## src/rtl/regfile_tagged_pkg.sv

```systemverilog
// Shared sizing for the tagged register file, the ROB and the issue stage.
package regfile_tagged_pkg;

  localparam int unsigned XLEN = 32;
  localparam int unsigned NREG = 32;
  localparam int unsigned AW   = 5;
  localparam int unsigned TAGW = 4;
  localparam int unsigned NRD  = 2;

  typedef logic [XLEN-1:0] reg_bus_t;
  typedef logic [AW-1:0]   reg_addr_bus_t;
  typedef logic [TAGW-1:0] tag_bus_t;

endpackage

```

## src/rtl/regfile_tagged_rport.sv

```systemverilog
// One read port: zero-latency value read with commit bypass, plus busy/tag
// status as it stands after this cycle's commit clear.
module regfile_tagged_rport #(
  parameter int unsigned XLEN = regfile_tagged_pkg::XLEN,
  parameter int unsigned NREG = regfile_tagged_pkg::NREG,
  parameter int unsigned AW   = regfile_tagged_pkg::AW,
  parameter int unsigned TAGW = regfile_tagged_pkg::TAGW
) (
  input  logic                       rst,
  input  logic                       en,
  input  logic [AW-1:0]              addr,
  input  logic [NREG-1:0][XLEN-1:0]  vals,
  input  logic [NREG-1:0]            busy_vec,
  input  logic [NREG-1:0][TAGW-1:0]  tag_vec,
  input  logic                       cmt_we,
  input  logic [AW-1:0]              cmt_addr,
  input  logic [XLEN-1:0]            cmt_data,
  input  logic [TAGW-1:0]            cmt_tag,
  output logic [XLEN-1:0]            data,
  output logic                       busy,
  output logic [TAGW-1:0]            tag
);

  import regfile_tagged_pkg::*;

  logic cmt_match;

  // Port output: zero when disabled, in reset or reading x0; otherwise bypassed read
  always_comb begin
    data      = '0;
    busy      = 1'b0;
    tag       = '0;
    cmt_match = cmt_we && (cmt_addr == addr);
    if (rst && en && (addr != '0)) begin
      data = cmt_match ? cmt_data : vals[addr];
      tag  = tag_vec[addr];
      busy = busy_vec[addr] && !(cmt_match && (tag_vec[addr] == cmt_tag));
    end
  end

endmodule

```

## src/rtl/regfile_tagged.sv

```systemverilog
// Architectural register file with per-register busy bit and producer tag.
// Issue renames, commit writes back, flush drops all pending renames.
module regfile_tagged #(
  parameter int unsigned XLEN = regfile_tagged_pkg::XLEN,
  parameter int unsigned NREG = regfile_tagged_pkg::NREG,
  parameter int unsigned AW   = regfile_tagged_pkg::AW,
  parameter int unsigned NRD  = regfile_tagged_pkg::NRD,
  parameter int unsigned TAGW = regfile_tagged_pkg::TAGW
) (
  input  logic                 clk,
  input  logic                 rst,
  input  logic                 iss_we,
  input  logic [AW-1:0]        iss_addr,
  input  logic [TAGW-1:0]      iss_tag,
  input  logic                 cmt_we,
  input  logic [AW-1:0]        cmt_addr,
  input  logic [XLEN-1:0]      cmt_data,
  input  logic [TAGW-1:0]      cmt_tag,
  input  logic                 flush,
  input  logic [NRD-1:0]       re,
  input  logic [NRD*AW-1:0]    raddr,
  output logic [NRD*XLEN-1:0]  rdata,
  output logic [NRD-1:0]       rbusy,
  output logic [NRD*TAGW-1:0]  rtag
);

  import regfile_tagged_pkg::*;

  logic [NREG-1:0][XLEN-1:0] val_q;
  logic [NREG-1:0]           busy_q;
  logic [NREG-1:0][TAGW-1:0] tag_q;

  logic iss_hit;
  logic cmt_hit;
  logic cmt_clr;

  // Write qualifiers; x0 is never written so it stays zero
  always_comb begin
    iss_hit = iss_we && (iss_addr != '0);
    cmt_hit = cmt_we && (cmt_addr != '0);
    cmt_clr = cmt_hit && busy_q[cmt_addr] && (tag_q[cmt_addr] == cmt_tag);
  end

  // Committed values: written on every commit regardless of tag or flush
  always_ff @(posedge clk or negedge rst) begin
    if (!rst) begin
      val_q <= '0;
    end else if (cmt_hit) begin
      val_q[cmt_addr] <= cmt_data;
    end
  end

  // Busy/tag: flush beats issue, issue beats commit clear
  always_ff @(posedge clk or negedge rst) begin
    if (!rst) begin
      busy_q <= '0;
      tag_q  <= '0;
    end else if (flush) begin
      busy_q <= '0;
    end else begin
      // issue is assigned last so it overrides a same-register commit clear
      if (cmt_clr) begin
        busy_q[cmt_addr] <= 1'b0;
      end
      if (iss_hit) begin
        busy_q[iss_addr] <= 1'b1;
        tag_q[iss_addr]  <= iss_tag;
      end
    end
  end

  for (genvar k = 0; k < NRD; k++) begin : g_rport
    regfile_tagged_rport #(
      .XLEN (XLEN),
      .NREG (NREG),
      .AW   (AW),
      .TAGW (TAGW)
    ) u_rport (
      .rst      (rst),
      .en       (re[k]),
      .addr     (raddr[k*AW +: AW]),
      .vals     (val_q),
      .busy_vec (busy_q),
      .tag_vec  (tag_q),
      .cmt_we   (cmt_we),
      .cmt_addr (cmt_addr),
      .cmt_data (cmt_data),
      .cmt_tag  (cmt_tag),
      .data     (rdata[k*XLEN +: XLEN]),
      .busy     (rbusy[k]),
      .tag      (rtag[k*TAGW +: TAGW])
    );
  end

endmodule
```

## config.mk

```make
export PLATFORM = sky130hd
export DESIGN_NAME = regfile_tagged
export DESIGN_NICKNAME = d
export VERILOG_FILES = /design/src/rtl/regfile_tagged_pkg.sv /design/src/rtl/regfile_tagged_rport.sv /design/src/rtl/regfile_tagged.sv
export SDC_FILE = /design/constraint.sdc
export NUM_CORES = 2
export LEC_CHECK = 0
export ABC_AREA = 0
export CORE_MARGIN = 2
export CORE_UTILIZATION = 63
export DETAILED_ROUTE_END_ITERATION = 16
export MAX_ROUTING_LAYER = met4
export PLACE_DENSITY = 0.79
export SYNTH_ARGS = -nofsm -noshare
export SYNTH_HDL_FRONTEND = slang
export SYNTH_SLANG_ARGS = --single-unit
```

## constraint.sdc

```tcl
create_clock -name clk -period 4.8 [get_ports clk]
set_input_delay 0.96 -clock clk [delete_from_list [all_inputs] [get_ports clk]]
set_output_delay 0.96 -clock clk [all_outputs]
set_load 0.01 [all_outputs]
```

Word level (Yosys, flattened, before mapping)

Cells that the tools add are included.

Add/sub/neg operators: 0
$mul: 0
Div/mod/pow operators: 0
Magnitude comparators: 6
Equality and inequality tests: 5
Shift-type cells: 0
Mux-type cells: 38
Bitwise logic cells: 4
Reductions and logical operators: 23

Operator list:

| cell                 | number |
|---|---|
| $bwmux W1024         | 1 |
| $mux W32             | 11 |
| $bmux W32 S5         | 2 |
| $demux W32 S5        | 1 |
| $bwmux W128          | 1 |
| $bmux W4 S5          | 3 |
| $and A32 B32 Y32     | 1 |
| $not A32 Y32         | 1 |
| $or A32 B32 Y32      | 1 |
| $lt A5 B6 Y1 const B | 4 |
| $mux W4              | 6 |
| $demux W4 S5         | 1 |
| $reduce_bool A5 Y1   | 4 |
| $logic_and A1 B1 Y1  | 16 |
| $bmux W1 S5          | 3 |
| $eq A4 B4 Y1         | 3 |
| $demux W1 S5         | 2 |
| $eq A5 B5 Y1         | 2 |
| $ge A5 B1 Y1 const B | 2 |
| $mux W1              | 7 |
| $logic_not A1 Y1     | 2 |
| $reduce_and A2 Y1    | 1 |
| $not A1 Y1           | 1 |

Register bits: 1184
Latch bits: 0
Memory bits (writable): 0
ROM bits: 0
Bits of input ports: 67
Output and inout bits: 74
Word-level logic and storage cells: 141
Memories: 0

Longest topological paths before layout

Depth in word-level cells: 11
Gate-level depth with buffers: 12
Mapped depth without buffers: 7

Hierarchy

A second synthesis with hierarchy kept.

Cells, all modules: 4783
Area, all modules: 66637.7 µm²

Modules (own cells, without submodules):

| module               | instances | cells an instance | area an instance (µm²) | sequential area each (µm²) |
|---|---|---|---|---|
| regfile_tagged       | 1         | 2933              | 45702.6                | 29628.4 |
| regfile_tagged_rport | 2         | 925               | 10467.5                | 0.0 |

Least setup slack after synthesis

Ideal clock, no wire load.

Kind: input-to-output
From: input port cmt_addr[1]
To: output port rdata[10]
Arrival: 3.211 ns
Data required time: 3.840 ns
Path slack: 0.629 ns
Stages: 11
Buffers on the path: 6
Cells stage by stage: buf_2 buf_2 buf_2 buf_2 xor2_1 nor4_1 and3_1 clkbuf_1 clkbuf_1 nand2_1 a21oi_1

Cells in the longest elaborated chain, start to end: 4

Ends and longest elaborated chain:

| what                | RTL line                   | RTL |
|---|---|---|
| from (decl)         | regfile_tagged.sv:16       | `input logic [AW-1:0] cmt_addr,` |
| $eq A5 B5 Y1        | regfile_tagged_rport.sv:33 | `cmt_match = cmt_we && (cmt_addr == addr);` |
| $logic_and A1 B1 Y1 | regfile_tagged_rport.sv:33 |  |
| $mux W32            | regfile_tagged_rport.sv:35 | `data = cmt_match ? cmt_data : vals[addr];` |
| $mux W32            | regfile_tagged_rport.sv:34 | `if (rst && en && (addr != '0)) begin` |
| to (decl)           | regfile_tagged.sv:22       | `output logic [NRD*XLEN-1:0] rdata,` |

No other way between the ends.

Worst setup path in the final report

From: input port cmt_addr[2]
To: output port rdata[48]

Same word-level chain as after synthesis.

==> results by group <==
Clock network
  • Clock Tree Buf Depth: 3
  • CTS H-tree lvls: 4
  • Root Buffer: clkbuf_16
  • Clk slew on worst S/H paths: about 60 ps
  • CTS tree: done
  • Clock buffer count from CTS: between 100 and 150
  • CTS Sinks: roughly 1200
  • Clk_lat worst skew: about 760 ps

Placement
  • Final Wtd Congestion: 0.977
  • Placed cells: between 6000 and 7000
  • Worst slack at placement: approximately 31 ps
  • I/O Buffers: 140
  • Post-DP HPWL: roughly 130000 µm

Timing
  • Hold Fails Final Rpt: 0
  • Rel. slew slack: 13.3%
  • Fmax: around 210 MHz
  • Post-route setup TNS: 0 ps
  • Worst Max-Slew Pin Slew: ~1300 ps
  • Final count of pins violating max slew: 0
  • Fin crit share: about 99%
  • Worst Clk Skew: about 16 ps
  • Period minus WS final: about 4800 ps
  • Worst setup margin: between 30 and 40 ps
  • Final Setup Violations: 0
  • RSZ-0062 raised after global routing: false

Floorplanning
  • Die Y-Extent: about 330 µm
  • Ports: roughly 140
  • Die Wd: roughly 330 µm
  • Initial Util: 63.5%
  • FP Rows: about 120
  • Die area: about 110000 µm²
  • Total core area: 103000 µm²

Logic synthesis
  • Unique masters post-synth: 60
  • Async SR Flop Fraction: 100%
  • Mean post-synth cell area: around 14 µm²
  • Synth warnings: 0
  • Ys flop type: dfrtp_1
  • Mapped Cells: approximately 4700
  • Post-synth design cell area: ~66000 µm²
  • Number of synthesized flops with an enable pin: 0
  • FF+latch count, synth: ~1200
  • Post-synth net total: roughly 4700
  • Post-synthesis sequential area ratio: 45.1%

Pwr
  • Leakage power: 32.4 nW
  • Max IR drop VDD: between 0.3 and 0.4 mV
  • Power Total: 29.9 mW
  • Pwr per Cell Area: around 400 nW/µm²

Worst hold path
  • Worst hold path class: reg -> reg
  • Hold depth: 0

Route
  • Final wirelength: 207000 µm
  • Antenna-violating nets left: 0
  • WL per Instance: around 33 µm
  • Vias per cell: 7.34
  • DRT Pass-1 Iters: 6
  • # DRC: 0
  • DRT iter0 DRCs: 5381
  • Vias: approximately 46000

Cells and area
  • # nets final: around 4800
  • Ratio of cells with drive above 1 in the final layout: about 48%
  • Most frequent cells in the layout: 1189 x mux2_2, 1184 x dfrtp_1, 528 x mux4_2
  • Commonest non-fill, non-tap cell in the layout: mux2_2
  • Syn-to-layout area delta: 14.7%
  • Post-Layout Cell Count: 6256
  • Utilization after layout: around 73%

Critical path
  • Critical path fanouts, max: 33
  • Setup crit end kind: output pin
  • Crit path arrival time: 3800 ps
  • WP data required: ~3800 ps
  • Critical path type: in -> out
  • R2R depth: 10
  • CP Launch Type: input pin

Global route
  • Global-route wire length before repair: 308000 µm
  • GR Util All Layers: between 40% and 50%
  • Largest net degree at the start of global routing: approximately 180
  • Number of global-route vias before repair: roughly 47000
  • Grt total ovfl: 0
  • Initial antenna violation count: 3

Outcome
  • Outcome: complete, no violations

Job
  • Max-cap check violation count: 0
path summary, 6_finish.rpt:
check	endpoint	from	slack, ps
worst max-delay path	rdata[48]	cmt_addr[2]	40
worst max register to register	busy_q[29]	tag_q[36]	1830
worst min register to register	val_q[24]	val_q[24]	400
max in group asynchronous	val_q[806]	rst	2190
min in group asynchronous	val_q[917]	rst	620
worst min-delay path	val_q[24]	val_q[24]	400
where the power goes:
group,total [mW],internal (mW),switching [mW]
registers,13.1,11.8,1.36
logic,6.21,3.64,2.57
clock network,10.6,6.26,4.31
sequential cells by signal, indices dropped and copies added, names as in the netlist:
name / flops
busy_q: 32
tag_q: 128
val_q: 1024
logic make-up after synthesis:
family	share of synthesized area [%]
xor gates and xnor gates	0.265
and+or+nand+nor	3.05
DFF	45.1
buffers and inverters	3.27
AOI/OAI and AO/OA	5.13
muxes	43.2
worst max-delay path, stage by stage:
cell             delay, ps
clkdlybuf4s50_1        580
buf_4                  250
xor2_1                 140
nor4_1                 290
buf_4                  170
nand3_4                110
buf_12                 220
a211oi_1               380
clkdlybuf4s50_1        610
synthesized netlist by cell type, drive strengths merged (4+ instances only):
| cell | count | area, µm² |
|---|---|---|
| a211oi | 34 | 255 |
| a21oi | 125 | 626 |
| a221oi | 67 | 587 |
| a22oi | 82 | 616 |
| a31oi | 9 | 56.3 |
| and3 | 6 | 37.5 |
| and3b | 5 | 43.8 |
| buf | 199 | 952 |
| clkbuf | 309 | 1160 |
| dfrtp | 1184 | 29600 |
| inv | 10 | 37.5 |
| mux2 | 1189 | 13400 |
| mux2i | 311 | 3110 |
| mux4 | 528 | 11900 |
| nand2 | 87 | 327 |
| nand3 | 117 | 586 |
| nand3b | 5 | 37.5 |
| nand4 | 6 | 37.5 |
| nand4b | 4 | 35.0 |
| nor2 | 97 | 364 |
| nor2b | 11 | 68.8 |
| nor3 | 13 | 87.6 |
| nor3b | 8 | 60.1 |
| nor4 | 16 | 100 |
| o21ai | 145 | 726 |
| o221ai | 16 | 140 |
| o22ai | 30 | 188 |
| o32ai | 4 | 35.0 |
| or2 | 5 | 31.3 |
| or4b | 4 | 40.0 |
| xnor2 | 6 | 60.1 |
| xor2 | 13 | 114 |
cell type report:
cell class              count  area, µm²
clock inverters            49        611
well taps                1380       1730
flip-flops and latches   1184      29600
diodes                      1       2.50
fillers                  6524      28100
inverters                  10       45.0
multi-input cells        2978      34300
clock buffers             190       3900
repair buffers            464       5200
per-stage QoR:
step | instance area (µm²) | hold slack, ps
4_1_cts | 75200 | 399
5_1_grt | 75400 | 410
3_3_place_gp | 70700 | 381
3_5_place_dp | 70700 | 386
2_1_floorplan | 65700 | 445
6_report | 75400 | 400
metal layers:
layer | vias to the layer above | wire [µm] | global-route usage, %
li1 | 18300 | - | -
met1 | 24200 | 78800 | 53.8
met2 | 2779 | 95500 | 59.2
met3 | 709 | 21900 | 9.16
met4 | 0 | 10900 | 18.8
met5 | - | 0 | -
timing repair:
action / in CTS / in global routing
hold buffers: 1 / 0
cloned: 0 / 1
endpoints found under the hold margin: 11 / 0
endpoints found under the setup margin: 2 / 24
gates resized for setup: 2 / 10
buffers inserted: 0 / 13
No activity file was read; power rests on OpenSTA's default activity.
